## config.mk

```make
export PLATFORM = sky130hd
export DESIGN_NAME = fifo_drain_packer
export DESIGN_NICKNAME = d
export VERILOG_FILES = /design/src/rtl/fifo_drain_packer.sv
export SDC_FILE = /design/constraint.sdc
export NUM_CORES = 1
export LEC_CHECK = 0
export CELL_PAD_IN_SITES_DETAIL_PLACEMENT = 1
export CELL_PAD_IN_SITES_GLOBAL_PLACEMENT = 1
export CORE_MARGIN = 3
export CORE_UTILIZATION = 42
export DETAILED_ROUTE_END_ITERATION = 10
export PLACE_DENSITY = 0.91
export SLEW_MARGIN = 20
export SYNTH_ARGS = -nofsm -noshare
export SYNTH_HDL_FRONTEND = slang
export SYNTH_SLANG_ARGS = --single-unit
```

## constraint.sdc

```tcl
create_clock -name clk -period 5.65 [get_ports clk]
set_input_delay 0.565 -clock clk [delete_from_list [all_inputs] [get_ports clk]]
set_output_delay 0.565 -clock clk [all_outputs]
set_load 0.02 [all_outputs]
```

## src/rtl/fifo_drain_packer.sv

```systemverilog
// Drains a fixed-latency byte FIFO and packs LANES bytes per output word.
// A flush request emits whatever is buffered as a partial word marked m_last.
module fifo_drain_packer #(
  parameter int DIN_W = 8,
  parameter int LANES = 4
) (
  input  logic                     clk,
  input  logic                     rst,
  output logic                     rd,
  input  logic [DIN_W-1:0]         dout,
  input  logic                     empty,
  input  logic                     flush,
  output logic [DIN_W*LANES-1:0]   m_data,
  output logic [LANES-1:0]         m_keep,
  output logic                     m_last,
  output logic                     m_valid,
  input  logic                     m_ready
);

  localparam int IW = $clog2(LANES);
  localparam int CW = IW + 1;
  localparam logic [CW-1:0] FULL = CW'(LANES);

  typedef enum logic [1:0] {FILL, FLUSH_WAIT, FLUSH_EMIT} state_t;

  state_t                   state_q, state_d;
  logic [CW-1:0]            cnt_q, cnt_d, cnt_base;
  logic                     pend_q, pend_d;
  logic                     flush_req_q, flush_req_d;
  logic [DIN_W*LANES-1:0]   acc_q, acc_d;
  logic [DIN_W*LANES-1:0]   m_data_q, m_data_d;
  logic [LANES-1:0]         m_keep_q, m_keep_d;
  logic                     m_last_q, m_last_d;
  logic                     m_valid_q, m_valid_d;
  logic [LANES-1:0]         part_keep;
  logic [IW-1:0]            wr_lane;
  logic                     out_free;

  function automatic logic [LANES-1:0] keep_mask(input logic [CW-1:0] n);
    logic [LANES-1:0] k;
    for (int i = 0; i < LANES; i++) k[i] = (CW'(i) < n);
    return k;
  endfunction

  function automatic logic [DIN_W*LANES-1:0] mask_lanes(
    input logic [DIN_W*LANES-1:0] data,
    input logic [LANES-1:0]       keep
  );
    logic [DIN_W*LANES-1:0] r;
    for (int i = 0; i < LANES; i++)
      r[i*DIN_W +: DIN_W] = keep[i] ? data[i*DIN_W +: DIN_W] : '0;
    return r;
  endfunction

  always_comb begin
    out_free    = !m_valid_q || m_ready;
    // cnt+pend bound guarantees an in-flight byte always has a free lane
    rd          = rst && !empty && !flush_req_q &&
                  (({1'b0, cnt_q} + {{CW{1'b0}}, pend_q}) < {1'b0, FULL});
    part_keep   = keep_mask(cnt_q);
    state_d     = state_q;
    flush_req_d = flush_req_q;
    acc_d       = acc_q;
    m_data_d    = m_data_q;
    m_keep_d    = m_keep_q;
    m_last_d    = m_last_q;
    m_valid_d   = m_valid_q;
    cnt_base    = cnt_q;

    if (m_valid_q && m_ready) m_valid_d = 1'b0;

    if (!flush_req_q && cnt_q == FULL && out_free) begin
      m_data_d  = acc_q;
      m_keep_d  = '1;
      m_last_d  = 1'b0;
      m_valid_d = 1'b1;
      cnt_base  = '0;
    end

    unique case (state_q)
      FILL: begin
        if (flush) begin
          state_d     = FLUSH_WAIT;
          flush_req_d = 1'b1;
        end
      end
      FLUSH_WAIT: begin
        if (!pend_q && out_free) state_d = FLUSH_EMIT;
      end
      FLUSH_EMIT: begin
        if (cnt_q != '0) begin
          m_data_d  = mask_lanes(acc_q, part_keep);
          m_keep_d  = part_keep;
          m_last_d  = 1'b1;
          m_valid_d = 1'b1;
          cnt_base  = '0;
        end
        state_d     = FILL;
        flush_req_d = 1'b0;
      end
      default: state_d = FILL;
    endcase

    // A byte landing on a word-load cycle goes to lane 0 of the fresh word
    wr_lane = cnt_base[IW-1:0];
    cnt_d   = cnt_base;
    if (pend_q) begin
      acc_d[wr_lane*DIN_W +: DIN_W] = dout;
      cnt_d = cnt_base + CW'(1);
    end
    pend_d = rd;
  end

  always_ff @(posedge clk) begin
    acc_q <= acc_d;
    if (!rst) begin
      state_q     <= FILL;
      cnt_q       <= '0;
      pend_q      <= 1'b0;
      flush_req_q <= 1'b0;
      m_data_q    <= '0;
      m_keep_q    <= '0;
      m_last_q    <= 1'b0;
      m_valid_q   <= 1'b0;
    end else begin
      state_q     <= state_d;
      cnt_q       <= cnt_d;
      pend_q      <= pend_d;
      flush_req_q <= flush_req_d;
      m_data_q    <= m_data_d;
      m_keep_q    <= m_keep_d;
      m_last_q    <= m_last_d;
      m_valid_q   <= m_valid_d;
    end
  end

  assign m_data  = m_data_q;
  assign m_keep  = m_keep_q;
  assign m_last  = m_last_q;
  assign m_valid = m_valid_q;

endmodule

```

# ---- Word level (Yosys, flattened, before mapping)
# Index checks and enable logic that the tools add are counted.
dict set report word_totals {
  reg_bits 77
  latch_bits 0
  ram_bits 0
  rom_bits 0
  in_bits 13
  out_inout_bits 39
  elab_cells 68
  mem_count 0
}
dict set report classes {
  addsub 3
  n_mul 0
  n_div 0
  order_cmp 5
  n_eq_ne 5
  n_shift 2
  n_mux 27
  bitwise 0
  n_reduce_logical 17
}
# cell n
set op_table {}
lappend op_table {{two-way mux 32 bit} 3}
lappend op_table {{negation 5 -> 34 bit} 1}
lappend op_table {{variable shift 8 x 34 -> 32 bit, first input constant} 1}
lappend op_table {{variable part select 8 x 34 -> 32 bit} 1}
lappend op_table {{bitwise mux 32 bit} 1}
lappend op_table {{two-way mux 8 bit} 4}
lappend op_table {{two-way mux 3 bit} 4}
lappend op_table {{two-way mux 4 bit} 3}
lappend op_table {{two-way mux 1 bit} 8}
lappend op_table {{logical AND 1 bit} 7}
lappend op_table {{< comparator 1 x 3 -> 1 bit, first input constant} 2}
lappend op_table {{< comparator 2 x 3 -> 1 bit, first input constant} 2}
lappend op_table {{adder 3 x 1 -> 4 bit} 1}
lappend op_table {{logical NOT 1 bit} 4}
lappend op_table {{< comparator 4 x 3 -> 1 bit, second input constant} 1}
lappend op_table {{two-way mux 2 bit} 2}
lappend op_table {{inequality test 2 bit, second input constant} 2}
lappend op_table {{one-hot mux 2 bit (2 select lines)} 1}
lappend op_table {{AND reduction 2 bit} 2}
lappend op_table {{adder 3 x 1 -> 3 bit, second input constant} 1}
lappend op_table {{equality test 3 bit, second input constant} 1}
lappend op_table {{nonzero test 3 bit} 1}
lappend op_table {{equality test 2 x 1 -> 1 bit, second input constant} 1}
lappend op_table {{equality test 2 bit, second input constant} 1}
lappend op_table {{4 further kinds} 4}

# ---- Depth between registers and ports, before layout
dict set report depth {
  depth_word 9
  mapped_depth 8
  mapped_depth_nobuf 7
}

# ---- Least setup slack after synthesis
# No wires, ideal clock.
dict set report synth_path {
  kind {in2out}
  from {in rst}
  to {out rd}
  t_arrival_ns 1.647
  t_required_ns 5.085
  path_slack_ns 3.438
  stages 4
  n_path_buf 1
  path_cell_list {clkbuf_1 inv_2 or4_1 a31oi_1}
}
dict set report synth_via {
  elab_chain_cells 3
}
# item line_no
set synth_rtl {}
lappend synth_rtl {{from (decl)} 8} ;# input logic rst,
lappend synth_rtl {{logical AND 1 bit (3 in series)} 58} ;# rd = rst && !empty && !flush_req_q &&
lappend synth_rtl {{to (decl)} 9} ;# output logic rd,
# No other way between the ends.

# ---- Worst setup path after layout
# Same ends and word-level chain as after synthesis.

==> flow_summary.json <==
{
  "status": "completed",
  "synth_top_family_by_area": "simple AND/OR/NAND/NOR gates",
  "coreArea_mm2": 0.006982,
  "crit_slowest_cell": "clkdlybuf4s50_1",
  "overflow": 0,
  "drc": 0,
  "via_per_inst": 5.225,
  "gp_congestion": 0.8151,
  "finalPower_mw": 1.071,
  "timing.final.crit_period_ns": 3.283,
  "die_h_um": 91.90,
  "synthAdderAreaFrac_pct": 2.422,
  "worst-path-max-fanout": 69,
  "dr.pass1.iters": 5,
  "startpoint_type": "input port",
  "finalHoldViolations": 0,
  "postCtsSetupBuffers": 0,
  "synth.avg_cell_area_um2": 10.37,
  "arrival_ns": 2.72,
  "final_net_count": 363,
  "synth-seq-cells": 77,
  "synth_xor_xnor_area_share_pct": 0,
  "place_ws_ns": 2.414,
  "worstSetupPathType": "input port to output pin",
  "hold_buffers": 0,
  "grt_pass1_vias": 2447,
  "port_buffers": 51,
  "track_usage_pct": 19.33,
  "area_growth_pct": 23.94,
  "rsz0062_at_grt": "no",
  "timing.fmax_mhz": 304.6,
  "leakagePower_nw": 1.368,
  "place_hpwl_um": 5229,
  "clock_latency_ns": 0.35,
  "reg2reg_depth": 5,
  "cts_resized": 0,
  "grt_max_degree": 70,
  "cts.sinks": 77,
  "antenna_found_initial": 0,
  "ys_warn_count": 0,
  "cap_violations": 0,
  "cp.required_ns": 5.09,
  "routed_wl_um": 7748,
  "synthCells": 299,
  "hold_class": "register to register",
  "wl_per_cell_um": 17.45,
  "fill_cells": 780,
  "cts_max_path_buffers": 2,
  "grt_pass1_wl_um": 12560,
  "seqCellArea_mm2": 0.001862,
  "skew_ns": 0.008371,
  "slew_headroom_pct": 52.24,
  "synthMuxAreaShare_pct": 2.907,
  "ys_async_sr_fraction_pct": 0,
  "synthFlopType": "dfxtp_1",
  "start_util_pct": 44.39,
  "slowest_delay_ns": 0.63,
  "synth_compound_area_share_pct": 10.82,
  "cp_cell_sequence": "buf_2 -> buf_4 -> inv_2 -> or4_1 -> a31oi_1 -> clkdlybuf4s50_1",
  "die_x_um": 91.90,
  "layout-drive-gt1-share_pct": 6.897,
  "ys_seq_area_share_pct": 60.07,
  "ir_drop_mv": 0.1160,
  "powerDensity_mw_per_mm2": 278.9,
  "cts_tree": "done",
  "htreeDepth": 3,
  "synth_edf_count": 32,
  "antenna_cells": 0,
  "boundaryPins": 52,
  "fin_ws_ns": 2.367,
  "multi_input_area_mm2": 0.001130,
  "std_cell_rows": 30,
  "drtAntennaViolNets": 0,
  "holdPathStages": 2,
  "first_iter_violations": 114,
  "die_area_mm2": 0.008446,
  "place_area_mm2": 0.003628,
  "design_area_mm2": 0.003841,
  "num_vias": 2320,
  "cp-end-kind": "output pin",
  "yosys.area_share.simple_pct": 19.70,
  "finalMaxSlewViolations": 0,
  "setup_viol": 0,
  "final_common_cell": "nand2_1",
  "synth_cell_types": 34,
  "tns_ns": 0,
  "worstMarginPinSlew_ns": 0.7121,
  "final_cell_mix": "nand2_1, clkdlybuf4s50_1, dfxtp_1",
  "syn_area_mm2": 0.003099,
  "numCtsBuffers": 9,
  "cts.clk_slew.worst_paths_ns": 0.08,
  "root_buffer": "clkbuf_8",
  "syn_nets": 318,
  "post-route-period-util_pct": 58.10
}
-- where the power goes --
group          internal, mW  leakage, nW  switching, mW
sequential            0.587        0.660        0.00766
combinational        0.0279        0.609         0.0415
clock                 0.207       0.0994          0.201
-- path summary, 6_finish.rpt --
kind / from / endpoint / slack [ns]
min reg2reg: m_data[4] / m_data[4] / 0.46
max: rst / rd / 2.37
max reg2reg: state_q[0] / acc_q[24] / 3.07
min: m_data[4] / m_data[4] / 0.46
-- final cells by class --
class	count	area share [%]
clock inverters	3	0.4560
multi-input cells	198	29.41
flip-flops and latches	77	48.47
repair buffers	52	13.36
clock buffers	12	4.593
well taps	96	3.127
inverters	6	0.5863
-- worst max-delay path: cells and delay by family --
kind,cells,cell delay (ns)
buffers and inverters,4,1.48
and+or+nand+nor,1,0.48
AOI/OAI and AO/OA,1,0.17
-- Yosys cell counts, drive strengths merged, types with 3 or more instances --
| master | n | area [µm²] |
|---|---|---|
| o22ai | 24 | 150.1 |
| clkbuf | 9 | 33.78 |
| nand2 | 70 | 262.8 |
| o21ai | 5 | 25.02 |
| nand3 | 3 | 15.01 |
| buf | 9 | 70.06 |
| dfxtp | 45 | 900.9 |
| ha | 6 | 75.07 |
| a21oi | 8 | 40.04 |
| a2bb2oi | 3 | 38.79 |
| and2 | 12 | 75.07 |
| nor2b | 3 | 18.77 |
| inv | 6 | 22.52 |
| mux2i | 9 | 90.09 |
| nand2b | 10 | 62.56 |
| nor2 | 28 | 105.1 |
| edfxtp | 32 | 960.9 |
-- registers in the layout, indices dropped and copies added (netlist names) --
name and count:
acc_q 32, m_valid 1, state_q 2, flush_req_q 1
m_last 1, cnt_q 3, pend_q 1, m_data 32
m_keep 4
-- per-layer routing --
layer / vias to the layer above / wire (µm) / global-route usage (%)
met5: - / 0 / 0
li1: 1113 / - / -
met3: 10 / 241 / 3.363
met4: 0 / 144 / 8.911
met2: 46 / 4089 / 34.06
met1: 1151 / 3272 / 22.86
-- logic make-up after synthesis --
kind of cell / Yosys count
DFF: 77
muxes: 9
AOI/OAI and AO/OA: 49
and+or+nand+nor: 134
adders and majority gates: 6
buffers and inverters: 24
-- metrics by stage --
step | cells | utilization [%] | hold WS [ns]
after floorplan | 299 | - | 0.4319
after global placement | 429 | 51.97 | 0.4476
after detailed placement | 429 | 51.97 | 0.4517
after CTS | 444 | 54.75 | 0.4622
after global routing | 444 | 55.02 | 0.4918
final | 444 | 55.02 | 0.4597
No activity file was read; power rests on OpenSTA's default activity.
